File: config.mk
export PLATFORM = sky130hd
export DESIGN_NAME = io_write_arbiter_flat
export DESIGN_NICKNAME = d
export VERILOG_FILES = /design/src/rtl/io_pkg.sv /design/src/rtl/io_write_arbiter_if.sv /design/src/rtl/io_rr_arb2.sv /design/src/rtl/io_write_arbiter.sv /design/src/flat_wrapper.sv
export SDC_FILE = /design/constraint.sdc
export NUM_CORES = 1
export LEC_CHECK = 0
export ABC_AREA = 1
export CORE_UTILIZATION = 30
export DETAILED_ROUTE_END_ITERATION = 8
export PLACE_DENSITY = 0.67
export SLEW_MARGIN = 40
export SYNTH_ARGS = -nofsm -noshare
export SYNTH_HDL_FRONTEND = slang
export SYNTH_SLANG_ARGS = --single-unit
File: constraint.sdc
create_clock -name io_clk -period 1.5 [get_ports io_clk]
set_input_delay 0.3 -clock io_clk [delete_from_list [all_inputs] [get_ports io_clk]]
set_output_delay 0.3 -clock io_clk [all_outputs]
set_load 0.03 [all_outputs]
File: src/rtl/io_pkg.sv
// Shared types and constants for the IO write arbiter: FSM encoding, output-port
// addresses, master indices and the output-port address legality check.
`timescale 1ns/1ps
package io_pkg;

    typedef enum logic [1:0] {
        IDLE     = 2'd0,
        WRITE    = 2'd1,
        GAP_WAIT = 2'd2
    } io_state_t;

    localparam logic [7:0] IO_PORT0_ADDR = 8'h80;
    localparam logic [7:0] IO_PORT1_ADDR = 8'h84;

    localparam logic MST_CPU = 1'b0;
    localparam logic MST_AUX = 1'b1;

    // Word address must hit one of the two output ports; byte lanes are ignored.
    function automatic logic io_addr_legal(input logic [31:0] addr);
        return (addr[31:8] == 24'd0) &&
               ((addr[7:2] == IO_PORT0_ADDR[7:2]) || (addr[7:2] == IO_PORT1_ADDR[7:2]));
    endfunction

endpackage

File: src/rtl/io_write_arbiter_if.sv
// Request/ready handshakes of both masters plus the write bus toward the output-port register.
`timescale 1ns/1ps
interface io_write_arbiter_if;

    logic        req0_valid;
    logic [31:0] req0_addr;
    logic [31:0] req0_data;
    logic        req0_ready;

    logic        req1_valid;
    logic [31:0] req1_addr;
    logic [31:0] req1_data;
    logic        req1_ready;

    logic [31:0] io_addr;
    logic [31:0] io_data;
    logic        io_we;

    modport master (
        output req0_valid, req0_addr, req0_data,
        input  req0_ready,
        output req1_valid, req1_addr, req1_data,
        input  req1_ready,
        input  io_addr, io_data, io_we
    );

    modport slave (
        input  req0_valid, req0_addr, req0_data,
        output req0_ready,
        input  req1_valid, req1_addr, req1_data,
        output req1_ready,
        output io_addr, io_data, io_we
    );

endinterface

File: src/rtl/io_rr_arb2.sv
// Combinational two-way round-robin grant: on a tie the master that did not win last time wins.
`timescale 1ns/1ps
module io_rr_arb2
    import io_pkg::*;
(
    input  logic valid0,
    input  logic valid1,
    input  logic last_grant,
    output logic gnt0,
    output logic gnt1
);

    assign gnt0 = valid0 & (~valid1 | (last_grant == MST_AUX));
    assign gnt1 = valid1 & (~valid0 | (last_grant == MST_CPU));

endmodule

File: src/rtl/io_write_arbiter.sv
// Shares the output-port register write port between the CPU and aux masters with a settle gap.
// Optional output-port address check is enabled with `define IO_ADDR_CHECK_EN.
`timescale 1ns/1ps
module io_write_arbiter
    import io_pkg::*;
#(
    parameter int GAP   = 2,
    parameter int CNT_W = 16
)
(
    input  logic              io_clk,
    input  logic              clrn,
    io_write_arbiter_if.slave bus,
`ifdef IO_ADDR_CHECK_EN
    input  logic              err_clr,
    output logic              err_addr,
`endif
    output logic              busy,
    output logic [CNT_W-1:0]  wr_cnt0,
    output logic [CNT_W-1:0]  wr_cnt1
);

    localparam logic [3:0]       GAP_LOAD = (GAP > 0) ? 4'(GAP - 1) : 4'd0;
    localparam logic [CNT_W-1:0] CNT_ONE  = CNT_W'(1);

    io_state_t   state;
    logic        last_grant;
    logic        cur_mst;
    logic        cur_ok;
    logic [3:0]  gap_cnt;
    logic        gnt0;
    logic        gnt1;
    logic        acc0;
    logic        acc1;
    logic        acc_ok;
    logic [31:0] sel_addr;
    logic [31:0] sel_data;

    io_rr_arb2 u_arb (
        .valid0     (bus.req0_valid),
        .valid1     (bus.req1_valid),
        .last_grant (last_grant),
        .gnt0       (gnt0),
        .gnt1       (gnt1)
    );

    assign bus.req0_ready = (state == IDLE) && gnt0;
    assign bus.req1_ready = (state == IDLE) && gnt1;
    assign acc0           = bus.req0_valid & bus.req0_ready;
    assign acc1           = bus.req1_valid & bus.req1_ready;
    assign sel_addr       = acc1 ? bus.req1_addr : bus.req0_addr;
    assign sel_data       = acc1 ? bus.req1_data : bus.req0_data;
    assign busy           = (state != IDLE);

`ifdef IO_ADDR_CHECK_EN
    assign acc_ok = io_addr_legal(sel_addr);
`else
    assign acc_ok = 1'b1;
`endif

    // Rejected addresses still walk through WRITE and the gap, just without the strobe.
    always_ff @(posedge io_clk or negedge clrn) begin
        if (!clrn) begin
            state       <= IDLE;
            last_grant  <= MST_AUX;
            cur_mst     <= MST_CPU;
            cur_ok      <= 1'b0;
            gap_cnt     <= 4'd0;
            bus.io_addr <= 32'd0;
            bus.io_data <= 32'd0;
            bus.io_we   <= 1'b0;
            wr_cnt0     <= '0;
            wr_cnt1     <= '0;
        end else begin
            case (state)
                IDLE: begin
                    if (acc0 || acc1) begin
                        bus.io_addr <= sel_addr;
                        bus.io_data <= sel_data;
                        bus.io_we   <= acc_ok;
                        last_grant  <= acc1;
                        cur_mst     <= acc1;
                        cur_ok      <= acc_ok;
                        state       <= WRITE;
                    end
                end
                WRITE: begin
                    bus.io_we <= 1'b0;
                    if (cur_ok) begin
                        if (cur_mst == MST_AUX) wr_cnt1 <= wr_cnt1 + CNT_ONE;
                        else                    wr_cnt0 <= wr_cnt0 + CNT_ONE;
                    end
                    if (GAP == 0) begin
                        state <= IDLE;
                    end else begin
                        gap_cnt <= GAP_LOAD;
                        state   <= GAP_WAIT;
                    end
                end
                GAP_WAIT: begin
                    if (gap_cnt == 4'd0) state <= IDLE;
                    else                 gap_cnt <= gap_cnt - 4'd1;
                end
                default: state <= IDLE;
            endcase
        end
    end

`ifdef IO_ADDR_CHECK_EN
    // A new violation outranks a clear arriving on the same edge.
    always_ff @(posedge io_clk or negedge clrn) begin
        if (!clrn) begin
            err_addr <= 1'b0;
        end else if ((state == IDLE) && (acc0 || acc1) && !acc_ok) begin
            err_addr <= 1'b1;
        end else if (err_clr) begin
            err_addr <= 1'b0;
        end
    end
`endif

endmodule

File: src/flat_wrapper.sv
// flat-port wrapper written by rule: the top's interface ports become plain ports
module io_write_arbiter_flat import io_pkg::*;
#(
    parameter int GAP   = 2,
    parameter int CNT_W = 16
)
  (io_clk, clrn, busy, wr_cnt0, wr_cnt1, bus_req0_valid, bus_req0_addr, bus_req0_data, bus_req0_ready, bus_req1_valid, bus_req1_addr, bus_req1_data, bus_req1_ready, bus_io_addr, bus_io_data, bus_io_we);
  io_write_arbiter_if bus_i ();
  input  logic io_clk;
  input  logic clrn;
  output logic busy;
  output logic [CNT_W-1:0] wr_cnt0;
  output logic [CNT_W-1:0] wr_cnt1;
  input wire logic [$bits(bus_i.req0_valid)-1:0] bus_req0_valid;
  input wire logic [$bits(bus_i.req0_addr)-1:0] bus_req0_addr;
  input wire logic [$bits(bus_i.req0_data)-1:0] bus_req0_data;
  output wire logic [$bits(bus_i.req0_ready)-1:0] bus_req0_ready;
  input wire logic [$bits(bus_i.req1_valid)-1:0] bus_req1_valid;
  input wire logic [$bits(bus_i.req1_addr)-1:0] bus_req1_addr;
  input wire logic [$bits(bus_i.req1_data)-1:0] bus_req1_data;
  output wire logic [$bits(bus_i.req1_ready)-1:0] bus_req1_ready;
  output wire logic [$bits(bus_i.io_addr)-1:0] bus_io_addr;
  output wire logic [$bits(bus_i.io_data)-1:0] bus_io_data;
  output wire logic [$bits(bus_i.io_we)-1:0] bus_io_we;
  assign bus_i.req0_valid = bus_req0_valid;
  assign bus_i.req0_addr = bus_req0_addr;
  assign bus_i.req0_data = bus_req0_data;
  assign bus_req0_ready = bus_i.req0_ready;
  assign bus_i.req1_valid = bus_req1_valid;
  assign bus_i.req1_addr = bus_req1_addr;
  assign bus_i.req1_data = bus_req1_data;
  assign bus_req1_ready = bus_i.req1_ready;
  assign bus_io_addr = bus_i.io_addr;
  assign bus_io_data = bus_i.io_data;
  assign bus_io_we = bus_i.io_we;
  io_write_arbiter #(.GAP(GAP), .CNT_W(CNT_W)) u_core (.io_clk(io_clk), .clrn(clrn), .bus(bus_i), .busy(busy), .wr_cnt0(wr_cnt0), .wr_cnt1(wr_cnt1));
endmodule
# Word level (Yosys, flattened, before mapping)
# Cells that the tools add are included.
[totals]
ff_bits = 106
out_inout_bits = 100
inputBits = 132
elab_cells = 51
[classes]
n_mux = 9
n_addsub = 3
bitwise_logic = 10
n_reduce_logical = 14
eq_ne = 5
[ops]
columns = ["cell", "count"]
rows = [
  ["32-bit two-way mux", 2],
  ["16-bit by 1-bit adder with 16-bit output (second input constant)", 2],
  ["4-bit one-hot mux with 2 select lines", 1],
  ["2-bit AND reduction", 4],
  ["2-bit one-hot mux with 3 select lines", 1],
  ["3-bit AND reduction", 2],
  ["2-bit nonzero test", 3],
  ["1-bit AND", 4],
  ["4-bit zero test", 1],
  ["2-bit two-way mux", 2],
  ["4-bit two-way mux", 1],
  ["2-bit != test (second input constant)", 2],
  ["1-bit inverter", 4],
  ["4-bit by 1-bit subtractor with 4-bit output (second input constant)", 1],
  ["2-bit by 1-bit equality test with 1-bit output (second input constant)", 1],
  ["2-bit equality test (second input constant)", 1],
  ["1-bit logical AND", 2],
  ["2-bit zero test", 1],
  ["2-bit by 1-bit != test with 1-bit output (second input constant)", 1],
  ["1-bit OR", 2],
  ["1-bit one-hot mux with 2 select lines", 1],
  ["1-bit logical OR", 1],
  ["1-bit two-way mux", 1],
]

# Logic depth before layout (Yosys ltp)
# Gate-level depths: netlist of the first run.
[logic_depth]
word_depth = 8
depth_mapped = 8
ltp_nobuf = 8

# Modules after synthesis
# From an unflattened synthesis of the first run, not the netlist that was laid out.
[hier_totals]
cells_unflattened = 755
area_unflattened_um2 = 5484.0
[modules_own_cells]
columns = ["mod", "area_each_um2", "cells_per_inst", "seq_area_each_um2", "n_inst"]
rows = [
  ["io_write_arbiter", 5456.5, 751, 2653.8, 1],
  ["io_rr_arb2", 27.5, 4, 0.0, 1],
]

# Worst setup path before layout of the first run
# Ideal clock, no wire load.
[synth_path]
kind = "reg-to-reg"
startpoint = "register u_core.wr_cnt0[0]"
endpoint = "register u_core.wr_cnt0[12]"
slack_ns = -0.039
path_stages_with_launch = 9
required_time_ns = 1.382
synth_period_minus_slack_ns = 1.539
path_buffers = 0
arrival_time_ns = 1.421
setup_ns = 0.118
cell_sequence = "dfrtp_1 ha_1 nand3_1 nor2_1 nand2_2 nor2_2 nand2_1 nand2_1 nand2_1"
[synth_via]
elab_chain_cells = 1
[synth_rtl]
columns = ["item", "line_no", "rtl"]
rows = [
  ["from (decl)", "io_write_arbiter.sv:19", "output logic [CNT_W-1:0] wr_cnt0,"],
  ["from (signal assigned)", "io_write_arbiter.sv:91", "else wr_cnt0 <= wr_cnt0 + CNT_ONE;"],
  ["16-bit by 1-bit adder with 16-bit output", "io_write_arbiter.sv:91", ""],
]
# No other way between the ends.
# A chain may end at the register's enable or synchronous reset.

# Worst setup path after layout of the first run
[layout_path]
startpoint = "register u_core.last_grant"
endpoint = "output bus_req0_ready"
[layout_via]
elab_chain_cells = 3
[layout_rtl]
columns = ["item", "line_no", "rtl"]
rows = [
  ["from (decl)", "io_write_arbiter.sv:27", "logic last_grant;"],
  ["from (signal assigned)", "io_write_arbiter.sv:65", "last_grant <= MST_AUX;"],
  ["from (signal assigned)", "io_write_arbiter.sv:81", "last_grant <= acc1;"],
  ["1-bit OR", "io_rr_arb2.sv:13", "assign gnt0 = valid0 & (~valid1 | (last_grant == MST_AUX));"],
  ["1-bit AND", "io_rr_arb2.sv:13", ""],
  ["1-bit logical AND", "io_write_arbiter.sv:47", "assign bus.req0_ready = (state == IDLE) && gnt0;"],
  ["to (decl)", "flat_wrapper.sv:17", "output wire logic [$bits(bus_i.req0_ready)-1:0] bus_req0_ready;"],
]
# No other way between the ends.

==> results of run 1 <==
critical path, cell delays in order, from the launching register on:
cell and delay [ns]:
sky130_fd_sc_hd__dfstp_2 0.55, sky130_fd_sc_hd__inv_2 0.05, sky130_fd_sc_hd__nand2_2 0.05, sky130_fd_sc_hd__nand3_2 0.10, sky130_fd_sc_hd__buf_6 0.15, sky130_fd_sc_hd__inv_6 0.05
sky130_fd_sc_hd__buf_6 0.12
flip-flops by register name, summed over array words and instances, names as in the netlist:
| register | flops |
|---|---|
| u_core.state | 2 |
| u_core.last_grant | 1 |
| u_core.wr_cnt0 | 16 |
| u_core.cur_ok | 1 |
| u_core.bus.io_addr | 32 |
| u_core.wr_cnt1 | 16 |
| u_core.bus.io_data | 32 |
| u_core.cur_mst | 1 |
| u_core.gap_cnt | 4 |
| u_core.bus.io_we | 1 |
kinds of logic after synthesis:
logic type | synth area share
compound gates | 0.1367
xor+xnor | 0.03907
fa+ha+maj | 0.007611
buf+inv | 0.04997
flops | 0.5381
simple gates | 0.2286
per-stage QoR:
stage / total power [mW] / utilization / cell area [um2]
after floorplan: 9.216 / - / 4935
after global placement: 12.86 / 0.4908 / 7825
after detailed placement: 12.97 / 0.4908 / 7825
after CTS: 15.28 / 0.5139 / 8193
after global routing: 16.19 / 0.5144 / 8202
final: 15.15 / 0.5144 / 8202
repair_timing:
| item | in CTS | in global routing |
|---|---|---|
| gates cloned | 2 | 0 |
| endpoints found under the hold margin | 8 | 0 |
| setup buffers | 5 | 0 |
| gates resized for setup | 154 | 24 |
| hold buffers | 1 | 0 |
| setup endpoints to repair | 166 | 84 |
| pin swaps | 2 | 2 |
cells in the final DEF (no fill, tap or decap), types with 5 or more instances in the layout:
cell	synthesis	routed
sky130_fd_sc_hd__buf_6	0	6
sky130_fd_sc_hd__buf_4	6	39
sky130_fd_sc_hd__clkdlybuf4s15_1	0	5
sky130_fd_sc_hd__nand2_1	145	144
sky130_fd_sc_hd__clkbuf_16	0	9
sky130_fd_sc_hd__clkdlybuf4s50_1	0	130
sky130_fd_sc_hd__buf_12	0	8
sky130_fd_sc_hd__nor2_1	91	88
sky130_fd_sc_hd__nor2_2	3	5
sky130_fd_sc_hd__xnor2_1	11	11
sky130_fd_sc_hd__clkbuf_2	0	6
sky130_fd_sc_hd__dlygate4sd2_1	0	86
sky130_fd_sc_hd__xor2_1	11	11
sky130_fd_sc_hd__o21ai_2	0	7
sky130_fd_sc_hd__o21ai_1	59	77
sky130_fd_sc_hd__nand3_1	17	15
sky130_fd_sc_hd__nand4_1	11	11
sky130_fd_sc_hd__inv_1	28	25
sky130_fd_sc_hd__dfrtp_1	105	103
sky130_fd_sc_hd__o21ai_0	72	47
metal layers:
| metal | track usage | vias up | wire length (um) |
|---|---|---|---|
| met5 | 0 | - | 0 |
| met4 | 0.07661 | 0 | 320 |
| met3 | 0.05125 | 20 | 953 |
| met2 | 0.3335 | 155 | 7850 |
| met1 | 0.2297 | 2317 | 6709 |
| li1 | - | 2485 | - |
final timing paths:
path                                               startpoint                                  to  slack (ns)  cells after the start
worst min-delay path                                     clrn  u_core.bus.io_data[21]$_DFFE_PN0P_        0.34                      2
worst max register to register    u_core.state[1]$_DFFE_PN0P_   u_core.bus.io_addr[2]$_DFFE_PN0P_       -0.14                      7
max in group asynchronous                                clrn       u_core.wr_cnt0[1]$_DFFE_PN0P_        0.64                      3
worst min register to register  u_core.gap_cnt[0]$_DFFE_PN0P_       u_core.gap_cnt[0]$_DFFE_PN0P_        0.48                      2
min in group io_clk             u_core.gap_cnt[0]$_DFFE_PN0P_       u_core.gap_cnt[0]$_DFFE_PN0P_        0.48                      2
worst max-delay path            u_core.last_grant$_DFFE_PN1P_                      bus_req0_ready       -0.22                      6
synthesized netlist by cell type (all sizes together):
cell    instances
xor2           11
nor2           96
or2             1
nand3b          1
nor3            2
inv            29
o21ai         131
nand4          11
clkbuf         10
xnor2          11
nand3          18
nand2         147
buf            17
dfstp           1
dfrtp         105
ha              3
o22ai           3
power groups by stage:
| stage | combinational, mW | sequential (mW) | clock (mW) |
|---|---|---|---|
| after floorplan | 2.66 | 6.56 | 0 |
| after global placement | 8.19 | 4.67 | 0 |
| after detailed placement | 8.30 | 4.67 | 0 |
| after CTS | 8.16 | 4.62 | 2.50 |
| after global routing | 8.81 | 4.76 | 2.62 |
| final | 8.10 | 4.62 | 2.43 |
area by class of cell:
cell class                      count  area share
Clock inverter                      4    0.006255
Timing Repair Buffer              286      0.3378
Multi-Input combinational cell    435      0.2549
Clock buffer                       12     0.03005
Tap cell                          216     0.03295
Inverter                           29     0.01419
Sequential cell                   106      0.3239
==> results by stage, run 1 <==
Timing:
- The hold violation total from the final report is 0.
- The tightest hold path in the finished design has a slack of 0.3383 ns.
- The transition time at the pin with the least slew margin is 0.3510 ns.
- Setup repair after global routing could not meet its margin everywhere.
- The relative slew slack is 0.7669.
- Across the routed clock network, the largest skew measured is 0.009445 ns.
- The ratio of final minimum period to clock period is 1.145.
- The routed design could run at a clock period as short as 1.718 ns.
- For the final routed database, the setup TNS stands at -4.978 ns.
- The worst setup margin is -0.2178 ns.
- The number of pins exceeding their max-slew limit in the final report is 0.
- The total setup violations reported at the end of the flow is 67.
- For this run, the top clock speed supported by timing is 582.2 MHz.

Critical path:
- The endpoint kind of the worst setup timing path is an output port.
- The arrival time at the worst endpoint is 1.42 ns.
- The critical path is of the reg -> out type.
- The required time of the critical path is between 1 and 1.5 ns.
- The worst-path maximum fanout is 3.
- The startpoint type of the worst setup path is a flop.

Synthesis:
- The largest area contributor in the synthesized netlist is sky130_fd_sc_hd__dfrtp_1.
- Counting flops and latches in the post-synthesis netlist gives 106.
- The count of yosys warnings during synthesis is 0.
- Of the synthesized area, sequential elements account for 0.5381.
- The share of synthesized area in the top cell type comes to 0.5327.
- The net count of the mapped netlist is approximately 730.
- The number of distinct library cells after synthesis is 24.
- Counting every instance in the synthesized netlist gives 597.
- Ranked by total cell area, the synthesized netlist is headed by sky130_fd_sc_hd__dfrtp_1 (53%), sky130_fd_sc_hd__nand2_1 (11%), sky130_fd_sc_hd__o21ai_0 (7.3%).
- Each instance of the synthesized netlist takes up on average between 8 and 9 um2.
- The synthesized netlist occupies a cell area of 4932 um2.

Power:
- The clock network fraction of design power is 0.161.
- The internal power of the cells totals about 8.4 mW.
- For this design the static power due to leakage is about 3.8 nW.
- Across the VDD grid, the largest voltage drop is 0.8903 mV.
- The power density relative to cell area is 1847 nW/um2.
- Of the total power, combinational logic draws 0.534.
- The analysis attributes to net switching a power of 6.755 mW.
- The switching power share of the total is 0.4458.
- Of the total power, registers draw 0.305.

Status:
- The checks that failed: negative setup slack.
- The run finished, with violations left.

Place:
- In this run the tool buffered the top-level ports with 231 buffer cells.
- The pre-CTS setup slack is -0.2890 ns.
- The cell total after placement is 1064.
- Once detailed placement completed, the half-perimeter wirelength came to 11460 um.
- At the end of routability-driven placement, the weighted congestion stood at 0.8047.

Final layout:
- Fill cells in the final layout number 1543.
- The sequential cells in the finished layout cover a total of 2656 um2.
- The area of the multi-input gates is 2091 um2.
- The count of cells in the finished layout, fillers not included, comes to 1088.
- The total inserted antenna cells is 0.
- Relative to the synthesized area, the layout overhead comes to 66.29%.
- The net count of the finished layout is 1002.
- The share of cells above drive strength 1 is 0.1216.

Route:
- In the routed design, unresolved DRC markers number 0.
- The detailed router's first-iteration violation count is 203.
- The first detailed-routing pass ran for 4 iterations.
- The total wire length after detailed routing is ~16000 um.
- The number of vias after detailed routing is about 5000.
- The remaining number of nets flagged by the antenna check after routing is 0.
- The routed via count divided by cell count is 4.574.
- After detailed routing, the average wire length per cell comes to 14.55 um.

Clocking:
- The number of CTS-inserted buffers is 9.
- TritonCTS built the clock tree.
- The clock latency reported for the late side of the worst-skew pair is 0.35 ns.
- The CTS clock-pin slew for the worst setup and hold paths is ~0.07 ns.
- The clock net in this run drives a total of 106 sinks.
- The deepest level of the CTS H-tree is 3.
- The tree is rooted in a sky130_fd_sc_hd__clkbuf_16.
- The clock passes through at most 2 buffers.

GRT:
- The global-route usage over all layers is 0.1938.
- The number of global-route vias before repair was 4973.
- The global route total overflow is 0.
- Entering global routing, the biggest net connects 48 pins.
- The first-pass GRT wire length is 25210 um.
- The number of antenna violations at the first check in global routing is 0.

Die:
- From bottom edge to top edge, the die measures 130.2 um.
- The floorplan step defined a core boundary enclosing approximately 16000 um2.
- The initial utilization of the core area, before any placement, comes to 0.3094.
- The number of rows in the core area is 46.
- The die outline area is about 17000 um2.
- The number of top-level design ports is 232.
- The die width is 130.2 um.

Flow run:
- The max-cap check violation count is 0.

Min path:
- The path category of the worst min-delay check is in -> async.
Note: power is estimated with default switching activity, not from simulation.
==> run 2: changes to the inputs <==
--- a/config.mk
+++ b/config.mk
@@ -5,7 +5,6 @@
 export SDC_FILE = /design/constraint.sdc
 export NUM_CORES = 1
 export LEC_CHECK = 0
-export ABC_AREA = 1
 export CORE_UTILIZATION = 30
 export DETAILED_ROUTE_END_ITERATION = 8
 export PLACE_DENSITY = 0.67
==> run 2 against run 1 <==
The flow still finishes with violations (negative setup slack). Critical endpoint is now bus_req1_ready. Register-to-register slack got worse by 0.26 ns. Clock power barely moved. Via count rose by 2.6%. Non-clock buffer count rose by 20. Global-route usage rose by 2.5 points. Count of clock-buffer cells in the layout did not move. Setup slack got worse by 0.24 ns.
==> results by stage, run 2 <==
Clocking:
- Clock tree synthesis found a total of between 100 and 150 sinks.
- In this run the number of H-tree levels came out at 3.
- The maximum number of buffers from clock root to sink is 2.
- TritonCTS built the clock tree.
- The root buffer cell chosen for the clock tree is sky130_fd_sc_hd__clkbuf_16.
- After clock tree synthesis, the clock-pin slew on the worst setup and hold paths is 0.08 ns.
- The number of CTS-inserted buffers is 9.
- Clock latency on the worst-skew pair, taken at its later pin, is around 0.35 ns.

Synthesis:
- Of the total synthesized cell area, the portion taken by full adders, half adders and majority gates is 0.007675.
- The count of mapped cells out of synthesis is 523.
- After synthesis, the most frequently instantiated cells are sky130_fd_sc_hd__a21oi_1 (111), sky130_fd_sc_hd__dfrtp_1 (105), sky130_fd_sc_hd__nand2_1 (88).
- Of the total synthesized cell area, the portion taken by XOR and XNOR cells is 0.05372.
- The net count of the mapped netlist is around 660.
- Yosys printed 0 warnings.
- The async set-reset flop share out of synthesis is 1.000.
- In the post-synthesis netlist, the cell with the most instances is sky130_fd_sc_hd__a21oi_1.
- The part of the Yosys area used for sequential elements is 0.5426.
- The average instance in the mapped netlist occupies 9.352 um2.
- Sorting the synthesized cells by area gives the leading types as sky130_fd_sc_hd__dfrtp_1 (54%), sky130_fd_sc_hd__a21oi_1 (11%), sky130_fd_sc_hd__nand2_1 (6.8%).
- The largest area contributor in the synthesized netlist is sky130_fd_sc_hd__dfrtp_1.
- The dominant register cell in the synthesized netlist is sky130_fd_sc_hd__dfrtp_1.
- The simple-gate portion of the synthesized area is 0.1870.
- The compound-cell area share of the yosys netlist is 0.1637.
- After synthesis the netlist holds a flip-flop and latch count of 106.
- After synthesis, the share of cell area in mux cells is 0.004093.
- The dominant combinational cell family by area after synthesis is simple AND/OR/NAND/NOR gates.
- The mapped netlist covers 4891 um2.
- Of the post-synthesis cell area, the dominant cell type holds 0.5372.
- The number of flops mapped to enable cells by yosys is 0.
- The number of distinct library cells after synthesis is 41.

Route:
- The total wire length after detailed routing is ~19000 um.
- The final routed DRC violation total is 0.
- The average routed wire per standard cell is between 15 and 20 um.
- After detailed routing, the number of vias per cell comes to slightly below 5.
- Once detail routing completed, the nets flagged for antenna violations numbered 0.
- For this block, the initial DRC count from the detailed router was 216.
- The number of iterations in the first detailed-routing pass is 4.
- The final route contains between 5000 and 6000 vias.

Critical path:
- The worst setup path is of the reg -> out kind.
- STA puts the critical path data required time at 1.20 ns.
- The worst register-to-register path begins at u_core.state[1]$_DFFE_PN0P_.
- The endpoint of the most critical register-to-register path is u_core.wr_cnt1[13]$_DFFE_PN0P_.
- For flop-to-flop paths, the worst setup slack is -0.40 ns.
- The worst-path maximum fanout is 3.
- Data on the critical path arrives at its endpoint at between 1.5 and 2 ns.
- The worst setup path is launched from a flop.
- Counting cells, the worst reg-to-reg path comes to 10.
- The worst setup path is captured at an output port.

Place:
- The HPWL reported at the end of detailed placement is 11010 um.
- The quantity of I/O buffers inserted on ports is about 230.
- The congestion estimate from routability-driven global placement came to 0.7881.
- Once placement completed, the tool counted placed cells totaling 973.

Timing:
- Adding up every negative setup slack in the final design gives -27.39 ns.
- In this run the tightest slew margin relative to its limit is 0.6755.
- Derived from the worst setup path, the maximum achievable clock frequency is 511.5 MHz.
- The worst path in the final design needs a cycle of approximately 2.0 ns, including I/O delays and setup.
- The final worst clock skew is about 0.0094 ns.
- The hold violation total from the final report is 0.
- After layout, the worst setup slack is -0.4551 ns.
- Setup repair after global routing could not meet its margin everywhere.
- The tightest hold path in the finished design has a slack of 0.4756 ns.
- Setup violations remaining at the end of the flow were counted as 101.
- The transition time at the pin with the least slew margin is 0.4868 ns.
- The number of pins exceeding their max-slew limit in the final report was 0.
- The ratio of final minimum period to clock period is 1.303.

Status:
- The run finished, with violations left.
- The checks that failed: negative setup slack.

Flow run:
- The tool flagged a number of max-cap violations equal to 0.

Die:
- The placeable core area is 15890 um2.
- The number of rows in the core area is 46.
- The die outline area is approximately 17000 um2.
- Measured along the x axis, the die boundary spans 129.7 um.
- The overall die height is between 100 and 150 um.
- For this configuration, the core starts out at a cell density of 0.3079.
- During I/O placement, the number of pins put on the boundary was around 230.

Final layout:
- The share of cells above drive strength 1 is 0.3587.
- The net count of the finished layout is about 940.
- 0 antenna diodes ended up in the layout.
- The library cell used most frequently in the layout, excluding fill and tap cells, is sky130_fd_sc_hd__clkdlybuf4s50_1.
- Relative to the synthesized area, the layout overhead comes to 93.22%.
- The count of non-filler cells in the finished layout is 1030.
- The post-layout utilization of the core is 0.5949.
- The top cell types in the final layout, fill and taps aside, are sky130_fd_sc_hd__clkdlybuf4s50_1 (129), sky130_fd_sc_hd__dfrtp_1 (97), sky130_fd_sc_hd__nand2_1 (78), sky130_fd_sc_hd__dlygate4sd2_1 (76), sky130_fd_sc_hd__a21oi_2 (65).
- The largest registers in the layout are u_core.bus.io_addr: 32 flops, u_core.bus.io_data: 32 flops.

Min path:
- The path with the worst hold slack has its endpoint at u_core.wr_cnt0[15]$_DFFE_PN0P_.
- The min-delay analysis places its worst path in the category reg -> reg.
- Along the worst hold path, the cell count comes to 1.
- The beginning of the worst hold path is u_core.wr_cnt0[15]$_DFFE_PN0P_.

GRT:
- In the global route stage, overall resource usage came out at 0.2189.
- Entering global routing, the biggest net connects 80 pins.
- met2 is the most crowded layer.
- For this run, global-route usage on met1 was measured as 0.2520.
- The number of antenna violations at the first check in global routing is 0.
- The met3 track demand over resource is 0.05409.
- The first-pass GRT wire length is approximately 28000 um.
- In the global route stage, met2 resource usage came out at 0.3894.
- The number of global-route vias before repair is 5330.
- The total overflow left after global routing is 0.

Power:
- In this run the power density over the cells is 1931 nW/um2.
- The worst supply voltage drop on vdd is between 1 and 1.5 mV.
- The analysis attributes to cell leakage a power of 4.099 nW.
==> run 2: changes by cell type in the layout (fill, tap and decap cells not counted), sizes merged, moves of 5 or more <==
cell	delta
nand3	-6
nor2	-27
buf	+19
nand2	-59
nand4	-7
o21ai	-129
xnor2	+12
nor4	+5
a21oi	+131
clkbuf	+8
inv	-22
clkdlybuf4s15	+5
dlygate4sd2	-10
==> run 2: critical path, stage by stage (launching register included) <==
cell and delay (ns):
sky130_fd_sc_hd__dfrtp_1 0.40, sky130_fd_sc_hd__or3b_4 0.41, sky130_fd_sc_hd__a21o_4 0.21, sky130_fd_sc_hd__inv_4 0.07, sky130_fd_sc_hd__buf_12 0.10, sky130_fd_sc_hd__buf_8 0.11
==> run 2: layer usage <==
layer	wire (um)	part of all wire
met1	7245	0.39
met2	9882	0.53
met3	1171	0.062
met4	507	0.027
met5	0	0
==> run 2: how the worst max path moves through the flow <==
| stage | start | endpoint | cells after the start |
|---|---|---|---|
| after CTS | u_core.state[1]$_DFFE_PN0P_ | bus_req0_ready | 6 |
| after global placement | bus_req1_valid | u_core.bus.io_data[1]$_DFFE_PN0P_ | 7 |
| final | u_core.state[0]$_DFFE_PN0P_ | bus_req1_ready | 5 |
| after floorplan | u_core.state[0]$_DFFE_PN0P_ | u_core.bus.io_data[1]$_DFFE_PN0P_ | 6 |
| after detailed placement | bus_req1_valid | u_core.bus.io_data[1]$_DFFE_PN0P_ | 7 |
| after global routing | u_core.state[0]$_DFFE_PN0P_ | bus_req1_ready | 5 |
==> run 2: cells by family (layout without fill, tap and decap cells) <==
family / count (synthesis) / in the layout
XOR/XNOR: 30 / 30
buffers and inverters: 38 / 329
AO/OA/AOI/OAI: 141 / 141
AND/OR/NAND/NOR: 203 / 203
adder cells (fa/ha/maj): 3 / 3
flip-flops: 106 / 106
multiplexers: 2 / 2
==> run 2: stage by stage <==
step	instance area, um2	setup WS, ns	total power [mW]
4_1_cts	8906	-0.4608	17.34
3_5_place_dp	7651	-0.6404	13.56
6_report	9450	-0.4551	18.25
3_3_place_gp	7651	-0.5493	13.28
5_1_grt	9450	-0.4997	19.21
2_1_floorplan	4925	-0.02720	9.765
==> run 2: report_power, final <==
group          internal (mW)  switching, mW
registers               4.01          0.720
clock network           1.39           1.07
logic                   4.73           6.33
==> run 2: repair_timing <==
action,CTS,global route
pin swaps,17,57
endpoints found under the hold margin,28,0
setup buffers,21,14
hold buffers,1,0
setup endpoints to repair,185,122
gates cloned,14,4
resized for setup,250,179
==> run 2: layout make-up <==
cell class / count / area [um2]
multi-input cells: 379 / 2910
clock inverters: 4 / 50.05
inverters: 7 / 31.28
clock buffers: 12 / 256.5
well taps: 216 / 270.3
repair buffers: 306 / 3268
flip-flops and latches: 106 / 2664
fillers: 1334 / 6435
==> run 3: changes to the inputs <==
--- a/config.mk
+++ b/config.mk
@@ -7,6 +7,7 @@
 export LEC_CHECK = 0
 export CORE_UTILIZATION = 30
 export DETAILED_ROUTE_END_ITERATION = 8
+export GPL_ROUTABILITY_DRIVEN = 0
 export PLACE_DENSITY = 0.67
 export SLEW_MARGIN = 40
 export SYNTH_ARGS = -nofsm -noshare
==> results of run 3 <==
No change in the layout: final DEF, timing and power equal those of run 2.
